==> config.mk <==
export PLATFORM = sky130hd
export DESIGN_NAME = config_loader
export DESIGN_NICKNAME = d
export VERILOG_FILES = /design/src/rtl/config_loader_pkg.sv /design/src/rtl/config_word_serializer.sv /design/src/rtl/config_loader.sv
export SDC_FILE = /design/constraint.sdc
export NUM_CORES = 1
export LEC_CHECK = 0
export ABC_AREA = 1
export CAP_MARGIN = 20
export CORE_ASPECT_RATIO = 1.25
export CORE_UTILIZATION = 25
export CTS_CLUSTER_SIZE = 8
export DETAILED_ROUTE_END_ITERATION = 8
export HOLD_SLACK_MARGIN = 0.08
export PLACE_DENSITY = 0.49
export SYNTH_ARGS = -nofsm -noshare
export SYNTH_HDL_FRONTEND = slang
export SYNTH_SLANG_ARGS = --single-unit
==> constraint.sdc <==
create_clock -name clock -period 2.6 [get_ports clock]
set_input_delay 0.39 -clock clock [delete_from_list [all_inputs] [get_ports clock]]
set_output_delay 0.39 -clock clock [all_outputs]
set_load 0.03 [all_outputs]
==> src/rtl/config_loader_pkg.sv <==
// Shared types and default sizing for the fabric configuration loader.
package config_loader_pkg;

    typedef enum logic [1:0] {
        IDLE,
        CLEAR,
        LOAD,
        DONE
    } loader_state_t;

    localparam int DEF_WORD_WIDTH   = 8;
    localparam int DEF_CHAIN_LENGTH = 2304;
    localparam int DEF_CLEAR_CYCLES = 2;

endpackage

==> src/rtl/config_word_serializer.sv <==
// PISO holding register: a loaded word leaves MSB first, one bit per advance.
// Latency: loaded MSB visible the cycle after load; no backpressure, the owner gates load/advance.
module config_word_serializer
    import config_loader_pkg::*;
#(
    parameter int WORD_WIDTH = DEF_WORD_WIDTH,
    localparam int CW = $clog2(WORD_WIDTH + 1)
) (
    input  logic                  clock,
    input  logic                  nreset,
    input  logic                  clear,
    input  logic                  load,
    input  logic                  advance,
    input  logic [WORD_WIDTH-1:0] word,
    output logic                  bit_out,
    output logic                  empty,
    output logic                  last,
    output logic [CW-1:0]         count
);

    logic [WORD_WIDTH-1:0] shreg;

    always_ff @(posedge clock or negedge nreset) begin
        if (!nreset) begin
            shreg <= '0;
            count <= '0;
        end else if (clear) begin
            count <= '0;
        end else if (load) begin
            shreg <= word;
            count <= CW'(WORD_WIDTH);
        end else if (advance && !empty) begin
            // Leaving the last bit in place keeps the serial output steady while starved.
            if (!last) shreg <= shreg << 1;
            count <= count - CW'(1);
        end
    end

    assign bit_out = shreg[WORD_WIDTH-1];
    assign empty   = (count == '0);
    assign last    = (count == CW'(1));

endmodule

==> src/rtl/config_loader.sv <==
// Clears the tile config chain, then serializes bitstream words into it and raises fabric_enable.
// Latency: word bits shift the cycle after acceptance; backpressure via word_ready, underflow just pauses.
module config_loader
    import config_loader_pkg::*;
#(
    parameter int WORD_WIDTH   = DEF_WORD_WIDTH,
    parameter int CHAIN_LENGTH = DEF_CHAIN_LENGTH,
    parameter int CLEAR_CYCLES = DEF_CLEAR_CYCLES
) (
    input  logic                  clock,
    input  logic                  nreset,
    input  logic                  start,
    input  logic [WORD_WIDTH-1:0] word_in,
    input  logic                  word_valid,
    output logic                  word_ready,
    output logic                  config_out,
    output logic                  config_enable,
    output logic                  config_nreset,
    output logic                  busy,
    output logic                  done,
    output logic                  fabric_enable
);

    localparam int BW  = $clog2(CHAIN_LENGTH + 1);
    localparam int CCW = $clog2(CLEAR_CYCLES + 1);
    localparam int CW  = $clog2(WORD_WIDTH + 1);
    localparam logic [BW-1:0]  LAST_BIT    = BW'(CHAIN_LENGTH - 1);
    localparam logic [CCW-1:0] CLEAR_LAST  = CCW'(CLEAR_CYCLES - 1);
    localparam logic [31:0]    CHAIN_LEN32 = CHAIN_LENGTH;

    loader_state_t  state;
    logic [BW-1:0]  bits_shifted;
    logic [CCW-1:0] clear_cnt;
    logic [CW-1:0]  ser_count;
    logic           ser_empty;
    logic           ser_last;
    logic           ser_clear;
    logic           accept;
    logic           finishing;
    logic [31:0]    committed_end;

    // Shifted bits plus those still held must stay short of the chain before taking another word.
    assign committed_end = 32'(bits_shifted) + 32'(ser_count);
    assign word_ready    = (state == LOAD) && (ser_empty || ser_last) && (committed_end < CHAIN_LEN32);
    assign accept        = word_valid && word_ready;
    assign finishing     = (state == LOAD) && config_enable && (bits_shifted == LAST_BIT);
    assign ser_clear     = (state == CLEAR) || finishing;
    assign fabric_enable = done;

    config_word_serializer #(
        .WORD_WIDTH (WORD_WIDTH)
    ) u_serializer (
        .clock   (clock),
        .nreset  (nreset),
        .clear   (ser_clear),
        .load    (accept),
        .advance (state == LOAD),
        .word    (word_in),
        .bit_out (config_out),
        .empty   (ser_empty),
        .last    (ser_last),
        .count   (ser_count)
    );

    always_ff @(posedge clock or negedge nreset) begin
        if (!nreset) begin
            state         <= IDLE;
            bits_shifted  <= '0;
            clear_cnt     <= '0;
            config_enable <= 1'b0;
            config_nreset <= 1'b0;
            busy          <= 1'b0;
            done          <= 1'b0;
        end else begin
            case (state)
                IDLE, DONE: begin
                    config_nreset <= 1'b1;
                    if (start) begin
                        state         <= CLEAR;
                        config_nreset <= 1'b0;
                        busy          <= 1'b1;
                        done          <= 1'b0;
                        clear_cnt     <= '0;
                    end
                end
                CLEAR: begin
                    bits_shifted <= '0;
                    if (clear_cnt == CLEAR_LAST) begin
                        state         <= LOAD;
                        config_nreset <= 1'b1;
                    end else begin
                        clear_cnt <= clear_cnt + CCW'(1);
                    end
                end
                LOAD: begin
                    if (config_enable) bits_shifted <= bits_shifted + BW'(1);
                    if (finishing) begin
                        state         <= DONE;
                        config_enable <= 1'b0;
                        busy          <= 1'b0;
                        done          <= 1'b1;
                    end else begin
                        config_enable <= accept || (!ser_empty && !ser_last);
                    end
                end
                default: state <= IDLE;
            endcase
        end
    end

endmodule

## Word level (Yosys, flattened, before mapping)

Cells that the tools add are included.

| storage, ports and cells | value |
|---|---|
| register bits after elaboration | 32 |
| input port bits | 12 |

| cells by class | value |
|---|---|
| add/subtract/negate cells | 4 |
| magnitude comparators | 1 |
| equal/unequal tests | 12 |
| multiplexer cells | 25 |
| bitwise gates (word level) | 1 |
| reductions and logical operators | 26 |

Operators with widths:

| cell | number |
|---|---|
| 2-to-1 mux 8 bit | 3 |
| case mux 12 bit (2 select lines) | 1 |
| adder 12 x 4 -> 13 bit | 1 |
| < comparator 13 x 12 -> 1 bit, second input constant | 1 |
| adder 12 x 1 -> 12 bit, second input constant | 1 |
| equality test 12 bit, second input constant | 1 |
| 2-to-1 mux 12 bit | 1 |
| 2-to-1 mux 4 bit | 3 |
| AND reduction 3 bit | 4 |
| 2-to-1 mux 2 bit | 5 |
| != test 2 bit, second input constant | 4 |
| nonzero test 2 bit | 4 |
| logical AND 1 bit | 7 |
| 2-to-1 mux 1 bit | 7 |
| case mux 1 bit (2 select lines) | 3 |
| case mux 2 bit (3 select lines) | 1 |
| equality test 2 x 1 -> 1 bit, second input constant | 2 |
| equality test 2 bit, second input constant | 2 |
| equality test 4 x 1 -> 1 bit, second input constant | 1 |
| zero test 4 bit | 1 |
| != test 2 x 1 -> 1 bit, second input constant | 2 |
| case mux 2 bit (2 select lines) | 1 |
| AND reduction 2 bit | 2 |
| subtractor 4 x 1 -> 4 bit, second input constant | 1 |
| other kinds (7) | 10 |

## Depth between registers and ports, before layout

| logic depth | value |
|---|---|
| word-level depth | 7 |
| depth in mapped cells | 16 |
| mapped depth without buffers | 15 |

## Cells and area by module

Synthesis repeated with hierarchy kept, for this count alone.

| unflattened totals | value |
|---|---|
| cell total of the unflattened synthesis | 280 |
| area total of the unflattened synthesis | 2134.5 um^2 |

Modules (own cells, without submodules):

| module | times used | cells each | area an instance (um^2) | seq. area each (um^2) |
|---|---|---|---|---|
| config_loader | 1 | 182 | 1367.6 | 500.5 |
| config_word_serializer | 1 | 98 | 767.0 | 300.3 |

## Worst setup path before layout

OpenSTA, ideal clock, no wires.

| timing | value |
|---|---|
| path type | register to output |
| start point | register bits_shifted[3] |
| end point | output port word_ready |
| arrival time | 1.685 ns |
| required time | 2.210 ns |
| setup slack | 0.525 ns |
| cell stages (with the launch flop) | 11 |
| path buffers | 0 |
| cell sequence | dfrtp_1 ha_1 nand2_1 nor2_1 nand3_1 nand2_1 nand2_1 nand2_1 nand2_2 o21bai_4 and2_2 |

| on the way | value |
|---|---|
| longest elaborated chain between the ends | 3 |

RTL lines:

| what | line | RTL |
|---|---|---|
| from (decl) | config_loader.sv:32 | `logic [BW-1:0] bits_shifted;` |
| from (signal assigned) | config_loader.sv:96 | `if (config_enable) bits_shifted <= bits_shifted + BW'(1);` |
| adder 12 x 4 -> 13 bit | config_loader.sv:43 | `assign committed_end = 32'(bits_shifted) + 32'(ser_count);` |
| < comparator 13 x 12 -> 1 bit | config_loader.sv:44 | `assign word_ready = (state == LOAD) && (ser_empty \|\| ser_last) && (committed_end < CHAIN_LEN32);` |
| logical AND 1 bit | config_loader.sv:44 |  |
| to (decl) | config_loader.sv:15 | `output logic word_ready,` |

No other way between the ends.

## Worst setup path in the final report

| timing | value |
|---|---|
| start point | register bits_shifted[1] |
| end point | output port word_ready |

Same word-level chain as after synthesis.

==> out/results.ini <==
[outcome]
status = finished clean

[placed_design]
dp.cells = 401
place.gp.congestion = 0.821
numPortBuffers = 18
dp_hpwl_mm = 3.77

[critical_path]
r2r_setup_slack_ns = 0.23
cp-start-kind = flip-flop
rr_endpoint = u_serializer.shreg[2]
cp_slowest_stage_delay_ns = 0.44
cp_common_cell = nand2_1
path_cells = ha_4, nand3_1, nand2_1, nand2_1, nand2_2, nand3_4, nor3_4, nor2_4, and2_2, buf_4
crit_start = bits_shifted[1]
cp-endpoint = word_ready
critPathArrivalTime_ns = 2.11
critPathSlowestCell = dfrtp_1
worstSetupPathType = flip-flop to primary output
critPathMaxFanout = 7
rr_worst_depth = 16
r2r-start = bits_shifted[3]
cp.required_ns = 2.21
end_kind = primary output

[clock_tree]
htree_num_levels = 2
clkLatencyLatePin_ns = 0.28
postCtsHoldBufs = 0
cts_tree = done
path_clk_slew_ns = 0.08
cts_sinks = 32
cts_buffers = 5
cts-root-buf = clkbuf_8
cts_buffer_depth = 2

[sta]
slew_headroom_pct = 70.8
min_period_over_period_pct = 96.3
rsz0062_at_grt = true
fmax_mhz = 399
hold_viol = 0
clock_skew_ns = 0.0102
worst_pin_slew_ns = 0.435
setup_viol = 0
fin_setup_tns_ns = 0
drv_slew = 0
min_period_ns = 2.50

[run]
maxCapViolations = 0

[final_layout]
num_antenna_cells = 0
drive_gt1_share_pct = 13.8
layout_common_cells = nand2_1, inv_1, dfrtp_1
syn_to_final_growth_pct = 27.4
layout.nets = 347
fin_util_pct = 32.8
final_common_cell = nand2_1
fin_cells = 422

[floorplan]
initial_core_util_pct = 25.7
dieWidth_um = 84.2
placementRows = 37
dieArea_um2 = 8810
design.core.area_um2 = 8190
dieHeight_um = 105
ios = 19

[power_and_ir_drop]
leakagePower_nw = 1.29
ir_drop_mv = 0.312
powerDensity_nw_per_um2 = 892

[global_routing]
grtUsageTotal_pct = 12.6
grt_max_degree = 33
grt_overflow = 0
grt_pass1_vias = 1889
antenna_found_initial = 0
grt_pass1_wl_mm = 8.77

[synth]
synth-seq-area-share_pct = 38.0
synthCells = 290
synth_area_per_cell_um2 = 7.27
yosys_register_bits = 32
synth_warnings = 0
synth.distinct_cells = 33
syn_area_um2 = 2110
syn_nets = 313

[route]
firstDrtPassIters = 4
dr_total_vias = 1971
wl_met2_mm = 2.79
ant_nets = 0
via_per_inst = 4.67
drt_iter0_drc = 116
met3_length_um = 132
finalWirelength_mm = 5.18
drc = 0
wire_per_inst_um = 12.3
drt-met1-wl_mm = 2.17
top_layer_used = met4

[min_path]
hold_path_depth = 2
hold_path.class = flip-flop to flip-flop

-- metrics by stage --
step                      power [mW]  area, um2  worst slack, ns  hold slack (ns)
after floorplan                 1.48       2110            0.525           0.0944
after global placement          1.77       2380            0.227            0.471
after detailed placement        1.78       2380            0.206            0.466
after CTS                       2.32       2520         0.000853            0.486
after global routing            2.61       2690          -0.0488            0.500
final                           2.40       2690           0.0958            0.484
-- flip-flops by register name (all words and copies together), names as in the netlist, 2 cells and up --
register	cells
u_serializer.count	4
state	2
u_serializer.shreg	8
clear_cnt	2
bits_shifted	12
-- routing by layer --
layer	track usage (%)	up-vias
li1	-	1007
met1	13.9	924
met2	22.9	32
met3	3.24	8
met4	4.80	0
met5	0	-
-- final cells by class --
class / instances / area (um2)
clock inverter: 1 / 30.0
timing repair buffer: 31 / 275
sequential: 32 / 802
clock buffer: 7 / 96.3
multi-input combinational: 216 / 1220
tap: 97 / 121
inverter: 38 / 143
fill: 858 / 5510
-- kinds of logic (layout without fill, tap and decap cells) --
| family | count (synthesis) | in the layout | share of synthesized area [%] |
|---|---|---|---|
| and+or+nand+nor | 172 | 173 | 37.2 |
| buffers and inverters | 44 | 77 | 8.78 |
| DFF | 32 | 32 | 38.0 |
| AOI/OAI and AO/OA | 29 | 30 | 8.66 |
| adders and majority gates | 11 | 11 | 6.52 |
| xor gates and xnor gates | 1 | 1 | 0.415 |
| muxes | 1 | 1 | 0.475 |
-- timing repair --
item | CTS | global route
setup buffers | 1 | 10
setup endpoints to repair | 1 | 11
pin swaps | 1 | 5
cloned | 0 | 2
gates resized for setup | 1 | 12
-- Yosys cell counts, drive strengths merged --
library cell,count,share of area [%]
buf,4,1.6
ha,11,6.5
and2,2,0.65
a22oi,1,0.36
nor3,2,0.47
inv,38,6.8
dfrtp,32,38
o21a,1,0.36
a31oi,1,0.30
o21bai,1,0.89
xor2,1,0.42
o22ai,1,0.30
nand4,13,3.9
a21oi,5,1.7
nand3,31,8.5
mux2i,1,0.47
nor2,23,4.4
clkbuf,2,0.41
a211oi,1,0.36
or2,2,0.59
o31ai,1,0.36
o21ai,17,4.0
nand3b,1,0.36
nand2,97,18
nor4,1,0.30
-- report_power, final --
group          internal [mW]  switching (mW)
Sequential             0.638           0.110
Combinational          0.433           0.683
Clock                  0.338           0.194
Total                   1.41           0.987
-- worst min-delay path by stage --
stage | slack [ns] | startpoint | to
after floorplan | 0.09 | nreset | bits_shifted[0]
after global placement | 0.47 | u_serializer.shreg[6] | u_serializer.shreg[6]
after detailed placement | 0.47 | u_serializer.shreg[5] | u_serializer.shreg[5]
after CTS | 0.49 | u_serializer.shreg[5] | u_serializer.shreg[5]
after global routing | 0.50 | u_serializer.shreg[3] | u_serializer.shreg[3]
final | 0.48 | u_serializer.shreg[5] | u_serializer.shreg[5]
-- worst max-delay path, delay by kind of cell (launching register included) --
family	cells	cell delay [ns]
fa+ha+maj	1	0.29
buf+inv	1	0.16
flops	1	0.44
simple gates	8	0.92
Power figures use the tool's default switching activity.
